$ cat src/rtl/ccs_reg_scheduler.sv
// ccs_reg_scheduler: arbitrates requesters onto an i2c_master for 16-bit-address sensor register reads/writes.
// Define CCS_SCHED_ROUND_ROBIN_EN for round-robin arbitration; default is fixed priority (lowest index wins).
module ccs_reg_scheduler #(
  parameter int         N_REQ   = 2,
  parameter logic [7:0] ADDRESS = 8'h20
) (
  input  logic                 clk_in,
  input  logic                 reset_n,
  input  logic [N_REQ-1:0]     req,
  input  logic [N_REQ-1:0]     req_read,
  input  logic [16*N_REQ-1:0]  req_addr,
  input  logic [8*N_REQ-1:0]   req_wdata,
  output logic [N_REQ-1:0]     grant,
  output logic [N_REQ-1:0]     done,
  output logic [7:0]           rdata,
  output logic                 err,
  output logic [7:0]           i2c_address,
  output logic                 transfer_start,
  output logic                 transfer_continues,
  output logic [7:0]           data_tx,
  input  logic                 transfer_ready,
  input  logic                 interrupt,
  input  logic                 nack,
  input  logic                 address_err,
  input  logic [7:0]           data_rx
);
  localparam int PW = $clog2(N_REQ);
  typedef enum logic [2:0] {IDLE, ADDR_MSB, ADDR_LSB, PAYLOAD, FINISH} state_t;
  state_t state_q, state_d;
  logic [N_REQ-1:0] grant_q, grant_d, done_q, done_d;
  logic [7:0] rdata_q, rdata_d, ia_q, ia_d, tx_q, tx_d, wd_q, wd_d;
  logic [15:0] addr_q, addr_d;
  logic err_q, err_d, start_q, start_d, cont_q, cont_d, rd_q, rd_d;
  logic [PW-1:0] win;
  logic take, step, fail;
  assign take = state_q == IDLE && |req && !done_q;
  assign step = transfer_ready | interrupt;
  // a nack on the final read byte is the master's normal end-of-read, not a failure
  assign fail = interrupt & (address_err | (nack & !(rd_q & state_q == FINISH)));
`ifdef CCS_SCHED_ROUND_ROBIN_EN
  logic [PW-1:0] ptr_q, ptr_d, ofs;
  logic [N_REQ-1:0] rot;
  logic [PW:0] sum;
  always_comb begin
    rot = N_REQ'({req, req} >> ptr_q);
    ofs = '0;
    for (int k = N_REQ - 1; k >= 0; k--) if (rot[k]) ofs = k[PW-1:0];
    sum = {1'b0, ptr_q} + {1'b0, ofs};
    win = (sum >= (PW+1)'(N_REQ)) ? PW'(sum - (PW+1)'(N_REQ)) : sum[PW-1:0];
    ptr_d = take ? ((win == PW'(N_REQ - 1)) ? '0 : win + PW'(1)) : ptr_q;
  end
`else
  always_comb begin
    win = '0;
    for (int k = N_REQ - 1; k >= 0; k--) if (req[k]) win = k[PW-1:0];
  end
`endif
  always_comb begin
    state_d = state_q;
    grant_d = grant_q;
    done_d  = '0;
    err_d   = 1'b0;
    rdata_d = rdata_q;
    ia_d    = ia_q;
    start_d = start_q;
    cont_d  = cont_q;
    tx_d    = tx_q;
    rd_d    = rd_q;
    addr_d  = addr_q;
    wd_d    = wd_q;
    if (state_q != IDLE && fail) begin
      state_d = IDLE;
      grant_d = '0;
      done_d  = grant_q;
      err_d   = 1'b1;
      rdata_d = '0;
      start_d = 1'b0;
      cont_d  = 1'b0;
    end else begin
      case (state_q)
        IDLE: if (take) begin
          state_d = ADDR_MSB;
          grant_d = N_REQ'(1) << win;
          rd_d    = req_read[win];
          addr_d  = req_addr[16*win +: 16];
          wd_d    = req_wdata[8*win +: 8];
          ia_d    = ADDRESS;
          start_d = 1'b1;
          cont_d  = 1'b1;
          tx_d    = req_addr[16*win+8 +: 8];
        end
        ADDR_MSB: if (step) begin
          state_d = ADDR_LSB;
          start_d = 1'b0;
          cont_d  = !rd_q;
          tx_d    = addr_q[7:0];
        end
        ADDR_LSB: if (step) begin
          state_d = PAYLOAD;
          start_d = rd_q;
          cont_d  = 1'b0;
          ia_d    = rd_q ? ADDRESS + 8'd1 : ADDRESS;
          tx_d    = rd_q ? tx_q : wd_q;
        end
        PAYLOAD: if (step) begin
          state_d = FINISH;
          start_d = 1'b0;
          cont_d  = 1'b0;
        end
        FINISH: if (interrupt) begin
          state_d = IDLE;
          grant_d = '0;
          done_d  = grant_q;
          rdata_d = rd_q ? data_rx : '0;
        end
        default: state_d = IDLE;
      endcase
    end
  end
  always_ff @(posedge clk_in or negedge reset_n) begin
    if (!reset_n) begin
      state_q <= IDLE;
      grant_q <= '0;
      done_q  <= '0;
      err_q   <= 1'b0;
      rdata_q <= '0;
      ia_q    <= ADDRESS;
      start_q <= 1'b0;
      cont_q  <= 1'b0;
      tx_q    <= '0;
      rd_q    <= 1'b0;
      addr_q  <= '0;
      wd_q    <= '0;
`ifdef CCS_SCHED_ROUND_ROBIN_EN
      ptr_q   <= '0;
`endif
    end else begin
      state_q <= state_d;
      grant_q <= grant_d;
      done_q  <= done_d;
      err_q   <= err_d;
      rdata_q <= rdata_d;
      ia_q    <= ia_d;
      start_q <= start_d;
      cont_q  <= cont_d;
      tx_q    <= tx_d;
      rd_q    <= rd_d;
      addr_q  <= addr_d;
      wd_q    <= wd_d;
`ifdef CCS_SCHED_ROUND_ROBIN_EN
      ptr_q   <= ptr_d;
`endif
    end
  end
  assign grant              = grant_q;
  assign done               = done_q;
  assign err                = err_q;
  assign rdata              = rdata_q;
  assign i2c_address        = ia_q;
  assign transfer_start     = start_q;
  assign transfer_continues = cont_q;
  assign data_tx            = tx_q;
endmodule

$ cat config.mk
export PLATFORM = sky130hd
export DESIGN_NAME = ccs_reg_scheduler
export DESIGN_NICKNAME = d
export VERILOG_FILES = /design/src/rtl/ccs_reg_scheduler.sv
export SDC_FILE = /design/constraint.sdc
export NUM_CORES = 1
export LEC_CHECK = 0
export BUFFER_PORTS_ARGS = -buffer_cell sky130_fd_sc_hd__clkbuf_2
export CAP_MARGIN = 20
export CORE_MARGIN = 2
export CORE_UTILIZATION = 51
export DETAILED_ROUTE_END_ITERATION = 8
export PLACE_DENSITY = 0.82
export SLEW_MARGIN = 10
export SYNTH_ARGS = -nofsm -noshare
export SYNTH_HDL_FRONTEND = slang
export SYNTH_SLANG_ARGS = --single-unit
$ cat constraint.sdc
create_clock -name clk_in -period 4 [get_ports clk_in]
set_clock_uncertainty 0.05 [all_clocks]
set_input_delay 0.2 -clock clk_in [delete_from_list [all_inputs] [get_ports clk_in]]
set_output_delay 0.2 -clock clk_in [all_outputs]
set_load 0.05 [all_outputs]
==> results of run 1 <==
final timing paths:
kind / from / end / slack (ns) / cells past startpoint
max: state_q[2] / grant[0] / 1.88 / 4
min: data_rx[2] / rdata[2] / 0.06 / 2
min reg2reg: transfer_start / transfer_start / 0.45 / 1
max reg2reg: state_q[2] / grant[0] / 1.88 / 4
min in group asynchronous: reset_n / rdata[1] / 0.27 / 2
max in group asynchronous: reset_n / data_tx[2] / 3.17 / 3
power by group through the flow:
| stage | clock [uW] | sequential [uW] | combinational [uW] |
|---|---|---|---|
| floorplan | 0 | 979 | 664 |
| global placement | 0 | 773 | 1050 |
| detailed placement | 0 | 778 | 1070 |
| CTS | 296 | 769 | 1080 |
| global route | 316 | 799 | 1190 |
| finish | 292 | 776 | 1070 |
layout make-up:
class / instances / area, um^2
Fill cell: 348 / 1520
Sequential cell: 44 / 1100
Inverter: 7 / 26.3
Clock buffer: 7 / 86.3
Tap cell: 52 / 65.1
Clock inverter: 1 / 7.51
Multi-Input combinational cell: 161 / 1070
Timing Repair Buffer: 92 / 483
cell usage after synthesis, types with 2 or more instances:
| master | n | area (um^2) |
|---|---|---|
| nand2_1 | 22 | 82.6 |
| o21ai_1 | 17 | 85.1 |
| nor2b_1 | 2 | 12.5 |
| inv_1 | 7 | 26.3 |
| o32ai_1 | 2 | 17.5 |
| mux2i_1 | 25 | 250 |
| o311ai_0 | 2 | 17.5 |
| conb_1 | 2 | 7.51 |
| nor3_1 | 3 | 15.0 |
| mux2_2 | 8 | 90.1 |
| a221oi_1 | 8 | 70.1 |
| a22o_1 | 8 | 70.1 |
| buf_2 | 5 | 25.0 |
| clkbuf_1 | 5 | 18.8 |
| buf_4 | 7 | 52.6 |
| o21ai_2 | 3 | 26.3 |
| o21ai_0 | 4 | 20.0 |
| nor2_1 | 24 | 90.1 |
| o31ai_1 | 2 | 15.0 |
| nand3_1 | 3 | 15.0 |
| buf_6 | 4 | 45.0 |
| o2bb2ai_1 | 2 | 17.5 |
| a21oi_1 | 3 | 15.0 |
| dfrtp_1 | 44 | 1100 |
state kept, by name, summed over array words and instances (netlist names):
signal and cells:
grant 2, done 2, data_tx 8, rdata 8
addr_q 8, err 1, state_q 3, transfer_continues 1
i2c_address 1, wd_q 8, transfer_start 1, rd_q 1
timing repair:
| item | in CTS | in global routing |
|---|---|---|
| hold buffers | 0 | 1 |
| endpoints found under the setup margin | 0 | 0 |
| endpoints found under the hold margin | 0 | 10 |
| buffers inserted | 0 | 0 |
layout by cell type (no fill, tap or decap), types with 4 or more instances in the layout:
cell      Yosys  final
mux2i_1      25     25
clkbuf_8      0      6
nor2_1       24     24
inv_1         7      7
o21ai_0       4      4
a221oi_1      8      8
o21ai_1      17     17
conb_1        2      7
nand2_1      22     22
mux2_2        8      8
clkbuf_2      0     89
a22o_1        8      8
dfrtp_1      44     44
routing by layer:
metal,routed length [um],up-vias,part of all wire,track usage
met4,72,0,0.014,0.0818
met5,0,-,0,0
met3,320,6,0.063,0.0520
met2,2390,76,0.47,0.325
li1,-,969,-,-
met1,2270,888,0.45,0.288
logic make-up after synthesis:
group,after synthesis
flops,44
simple gates,65
mux,33
compound gates,56
other cells,2
buf+inv,28
through the flow:
stage / instance area [um^2] / hold slack, ns / instances
3_3_place_gp: 2710 / 0.369 / 354
5_1_grt: 2840 / 0.0612 / 364
3_5_place_dp: 2710 / 0.376 / 354
6_report: 2840 / 0.0647 / 364
2_1_floorplan: 2330 / -0.146 / 233
4_1_cts: 2810 / 0.0534 / 362
==> impl_results.md, run 1 <==
* Number of ports placed on the die boundary at 97
* Timing-limited maximum frequency at 473 MHz
* Relative contribution of the clock network to total power at 0.137
* Path type of the worst min-delay path: in -> reg
* Type of element launching the critical path: flop
* Number of global-route vias before repair at 1828
* Number of flops mapped to enable cells by yosys at 0
* Detailed Route WL at 5050 um
* Min Clock Period, post-route at 2.12 ns
* Clock root buffer master: clkbuf_8
* Maximum fanout along the worst path at 38
* HPWL Detailed at 3770 um
* Worst rel slew slack at 0.358
* Accumulated negative setup slack at 0 ns
* Net count, final at 377
* Sw Pwr at 988 uW
* Level count of the clock H-tree at 2
* Power consumption at 2140 uW
* Share of layout cells above drive strength 1 at 0.365
* Clock transition at the register clock pins on the worst setup and hold paths after CTS at 0.08 ns
* DRT antenna net count at 0
* Avg Vias per Cell at 5.33
* DRC Markers at 0
* Data required time at the worst endpoint at 4.11 ns
* Die extent in y at 71.3 um
* Max-cap viol count at 0
* Worst slack after detailed placement at 1.92 ns
* First-pass iteration count of the detailed router at 4
* Starting DRT DRC Count at 177
* Average size of a mapped cell at 10.1 um^2
* CTS tree: yes
* Max-slew violation count at 0
* Number of input and output port buffers inserted at 89
* Startpoint-to-endpoint class of the critical path: reg -> reg
* Part of the power in combinational logic at 0.501
* Largest net degree at the start of global routing at 45
* Warnings from Yosys at 0
* Combinational family with the most area after synthesis: compound AO/OA/AOI/OAI gates
* Transition time at the pin with the least slew margin at 0.962 ns
* Sequential fraction of the synthesis area at 0.476
* Post-synth ARST share at 1.00
* Outcome: completed
* Switching share of power at 0.462
* Area added between synthesis and finish at 22.8%
* Post-Synth Adder-Cell Area at 0
* Cell variety after synth at 40
* Number of clock buffers inserted by TritonCTS at 5
* Initial cell density of the core at 0.531
* Fraction of the mapped netlist area in compound gates at 0.171
* Cell count after synthesis at 228
* Overflow left after global routing at 0
* Core utilization of the finished layout at 0.652
* Register bit total from synthesis at 44
* Bufs on Longest Clock Path at 2
* Count of endpoints failing setup in the final report at 0
* PostCTS Resize Cnt at 0
* Slowest Stage Delay on Critical Path at 0.69 ns
* Final critical-path share of the clock period at 0.529
* Peak VDD IR at 0.433 mV
* Multiplexer share of the synthesized area at 0.147
* GP Congestion at 0.954
* Floorplan core area at 4350 um^2
* Synth Flop Type: dfrtp_1
* Number of antenna cells inserted at 0
* Dominant delay contributor by cell family on the critical path: simple AND/OR/NAND/NOR gates
* Num rows at 24
* Die area at 5090 um^2
* Slowest cell on the critical path: or4_4
* Static leakage power at 0.00142 uW
* Die Width at 71.3 um
* Buf/Inv on CP at 0
* Initial antenna violation count at 0
* XOR/XNOR share of the synthesized area at 0
* Power per cell area at 754 nW/um^2
* Internal Power at 1150 uW
* Setup repair after global routing missed its margin: no
* Setup slack of the critical path after layout at 1.88 ns
* Crit. End Element: flop
* Critical path, cell by cell: or3_4 -> or4_4 -> nand3_1 -> o21ai_2
* Total vias in the final route at 1939
* Register share of total power at 0.362
* Clock latency reported for the late side of the worst-skew pair at 0.30 ns
* GRT Util Overall at 0.210
* # clock sinks at 44
* First-pass GRT wire length at 8330 um
* Synth Cell Area at 2310 um^2
* Number of hold violations in the final report at 0
* Arrival time worst endpoint at 2.23 ns
* DR WL/cell at 13.9 um
* Simple-gate portion of the synthesized area at 0.130
(Power assumes the default switching activity.)
==> run 2: changes to the inputs <==
--- a/config.mk
+++ b/config.mk
@@ -8,9 +8,9 @@
 export BUFFER_PORTS_ARGS = -buffer_cell sky130_fd_sc_hd__clkbuf_2
 export CAP_MARGIN = 20
 export CORE_MARGIN = 2
-export CORE_UTILIZATION = 51
+export CORE_UTILIZATION = 48
 export DETAILED_ROUTE_END_ITERATION = 8
-export PLACE_DENSITY = 0.82
+export PLACE_DENSITY = 0.78
 export SLEW_MARGIN = 10
 export SYNTH_ARGS = -nofsm -noshare
 export SYNTH_HDL_FRONTEND = slang
==> constraint.sdc (replaced) <==
create_clock -name clk_in -period 2.1 [get_ports clk_in]
set_clock_uncertainty 0.05 [all_clocks]
set_input_delay 0.105 -clock clk_in [delete_from_list [all_inputs] [get_ports clk_in]]
set_output_delay 0.105 -clock clk_in [all_outputs]
set_load 0.05 [all_outputs]
==> run 2 against run 1 <==
Effect of this change:
- final cell count is 4.9% higher
- maximum frequency is 8.0% higher
- core utilization is 2.0 points lower
- critical endpoint is now wd_q[3]
- largest power group unchanged
- first-iteration DRC count is 35% lower
- routed wire length is 13% higher
- setup slack worse by 1.7 ns
- sequential power is 82% higher
==> impl_results.md, run 2 (synthesized netlist as in run 1, its figures left out) <==
* Final-layout fill cell count at 389 (was 348)
* Path type of the worst min-delay path: in -> reg (unchanged)
* Slowest cell on the critical path: or4_4 (unchanged)
* Multi-input logic area at 1070 um^2 (unchanged)
* Peak VDD IR at 0.665 mV (was 0.433 mV)
* Total vias in the final route at 2053 (was 1939)
* Buf/Inv on CP at 0 (unchanged)
* Timing-limited maximum frequency at 511 MHz (was 473 MHz)
* Level count of the clock H-tree at 2 (unchanged)
* CTS tree: yes (unchanged)
* Worst slack after detailed placement at 0.156 ns (was 1.92 ns)
* Most common cell after layout, fill and taps aside: clkbuf_2 (unchanged)
* Die area at 5390 um^2 (was 5090 um^2)
* Clock latency reported for the late side of the worst-skew pair at 0.30 ns (about the same)
* Bufs on Longest Clock Path at 2 (unchanged)
* DR WL/cell at 14.9 um (was 13.9 um)
* Crit. End Element: flop (unchanged)
* Critical path, cell by cell: or3_4 -> or4_4 -> nand2_1 -> o21ai_1 (was or3_4 -> or4_4 -> nand3_1 -> o21ai_2)
* Avg Vias per Cell at 5.37 (was 5.33)
* Maximum fanout along the worst path at 38 (unchanged)
* Post-CTS repair timing setup buffer count at 0 (unchanged)
* PostCTS Resize Cnt at 0 (unchanged)
* Static leakage power at 0.00149 uW (was 0.00142 uW)
* HPWL Detailed at 4120 um (was 3770 um)
* Max-cap viol count at 0 (unchanged)
* Clock root buffer master: clkbuf_8 (unchanged)
* Most used cells in the layout excluding fill and tap cells: 89 x clkbuf_2, 44 x dfrtp_1, 25 x mux2i_1, 24 x nor2_1, 22 x nand2_1 (unchanged)
* Transition time at the pin with the least slew margin at 0.553 ns (was 0.962 ns)
* Slowest Stage Delay on Critical Path at 0.69 ns (about the same)
* Number of antenna cells inserted at 0 (unchanged)
* Min Clock Period, post-route at 1.96 ns (was 2.12 ns)
* GRT Util Overall at 0.226 (was 0.210)
* Arrival time worst endpoint at 2.07 ns (was 2.23 ns)
* Final critical-path share of the clock period at 0.932 (was 0.529)
* Placed instance area at 2790 um^2 (was 2710 um^2)
* Number of clock buffers inserted by TritonCTS at 5 (unchanged)
* Die extent in y at 73.4 um (was 71.3 um)
* Clock transition at the register clock pins on the worst setup and hold paths after CTS at 0.09 ns (was 0.08 ns)
* Worst rel slew slack at 0.627 (was 0.358)
* Overflow left after global routing at 0 (unchanged)
* Power per cell area at 1420 nW/um^2 (was 754 nW/um^2)
* Starting DRT DRC Count at 115 (was 177)
* Non-Filler Cell Area, Final at 2970 um^2 (was 2840 um^2)
* Net count, final at 393 (was 377)
* DRT antenna net count at 0 (unchanged)
* Data required time at the worst endpoint at 2.22 ns (was 4.11 ns)
* Largest net degree at the start of global routing at 45 (unchanged)
* Number of hold violations in the final report at 0 (unchanged)
* GP Congestion at 0.922 (was 0.954)
* Number of global-route vias before repair at 1919 (was 1828)
* Number of input and output port buffers inserted at 89 (unchanged)
* Accumulated negative setup slack at 0 ns (unchanged)
* First-pass iteration count of the detailed router at 5 (was 4)
* # clock sinks at 44 (unchanged)
* Startpoint-to-endpoint class of the critical path: reg -> reg (unchanged)
* Die Width at 73.4 um (was 71.3 um)
* Setup repair after global routing missed its margin: no (unchanged)
* Dominant delay contributor by cell family on the critical path: simple AND/OR/NAND/NOR gates (unchanged)
* Area added between synthesis and finish at 28.3% (was 22.8%)
* Initial antenna violation count at 0 (unchanged)
* Type of element launching the critical path: flop (unchanged)
* Number of ports placed on the die boundary at 97 (unchanged)
* Sequential cell area at 1100 um^2 (unchanged)
* Count of endpoints failing setup in the final report at 0 (unchanged)
* Power consumption at 4210 uW (was 2140 uW)
* Setup slack of the critical path after layout at 0.142 ns (was 1.88 ns)
* Max-slew violation count at 0 (unchanged)
* Detailed Route WL at 5690 um (was 5050 um)
* Share of layout cells above drive strength 1 at 0.375 (was 0.365)
* Worst-case register-to-register setup slack at 0.14 ns (was 1.88 ns)
* Floorplan core area at 4690 um^2 (was 4350 um^2)
* DRC Markers at 0 (unchanged)
* Hold buffer count at CTS at 8 (was 0)
* First-pass GRT wire length at 9090 um (was 8330 um)
* Num rows at 25 (was 24)
* Outcome: completed (unchanged)
* Initial cell density of the core at 0.493 (was 0.531)
==> run 2: path summary, 6_finish.rpt <==
kind	startpoint	end	cells past startpoint
max	state_q[1]	wd_q[3]	4
min	data_rx[0]	rdata[0]	2
max reg2reg	state_q[1]	wd_q[3]	4
min reg2reg	addr_q[0]	addr_q[0]	2
max in group asynchronous	reset_n	data_tx[1]	3
min in group asynchronous	reset_n	rdata[3]	3
==> run 2: power by group <==
group | switching [uW] | internal, uW | total, uW
registers | 224 | 1190 | 1410
clock network | 294 | 268 | 562
logic | 1420 | 809 | 2230
total | 1940 | 2270 | 4210
==> run 2: layout make-up <==
cell class,instances,share of cell area
repair buffers,108,0.205
well taps,54,0.0228
clock buffers,7,0.0291
flip-flops and latches,44,0.371
clock inverters,1,0.00253
inverters,7,0.00886
multi-input cells,161,0.360
==> run 2: per-stage QoR <==
step                      hold slack, ns   util  instances
after global placement             0.154  0.595        366
after floorplan                   -0.241      -        233
final                            0.00595  0.632        382
after detailed placement           0.161  0.595        366
after CTS                        0.00703  0.632        382
after global routing             0.00596  0.632        382
==> run 2: per-layer routing <==
layer | up-vias | wire length (um) | global-route usage | part of all wire
met2 | 92 | 2720 | 0.359 | 0.48
li1 | 1003 | - | - | -
met3 | 19 | 301 | 0.0370 | 0.053
met5 | - | 0 | 0 | 0
met4 | 0 | 216 | 0.105 | 0.038
met1 | 939 | 2460 | 0.302 | 0.43
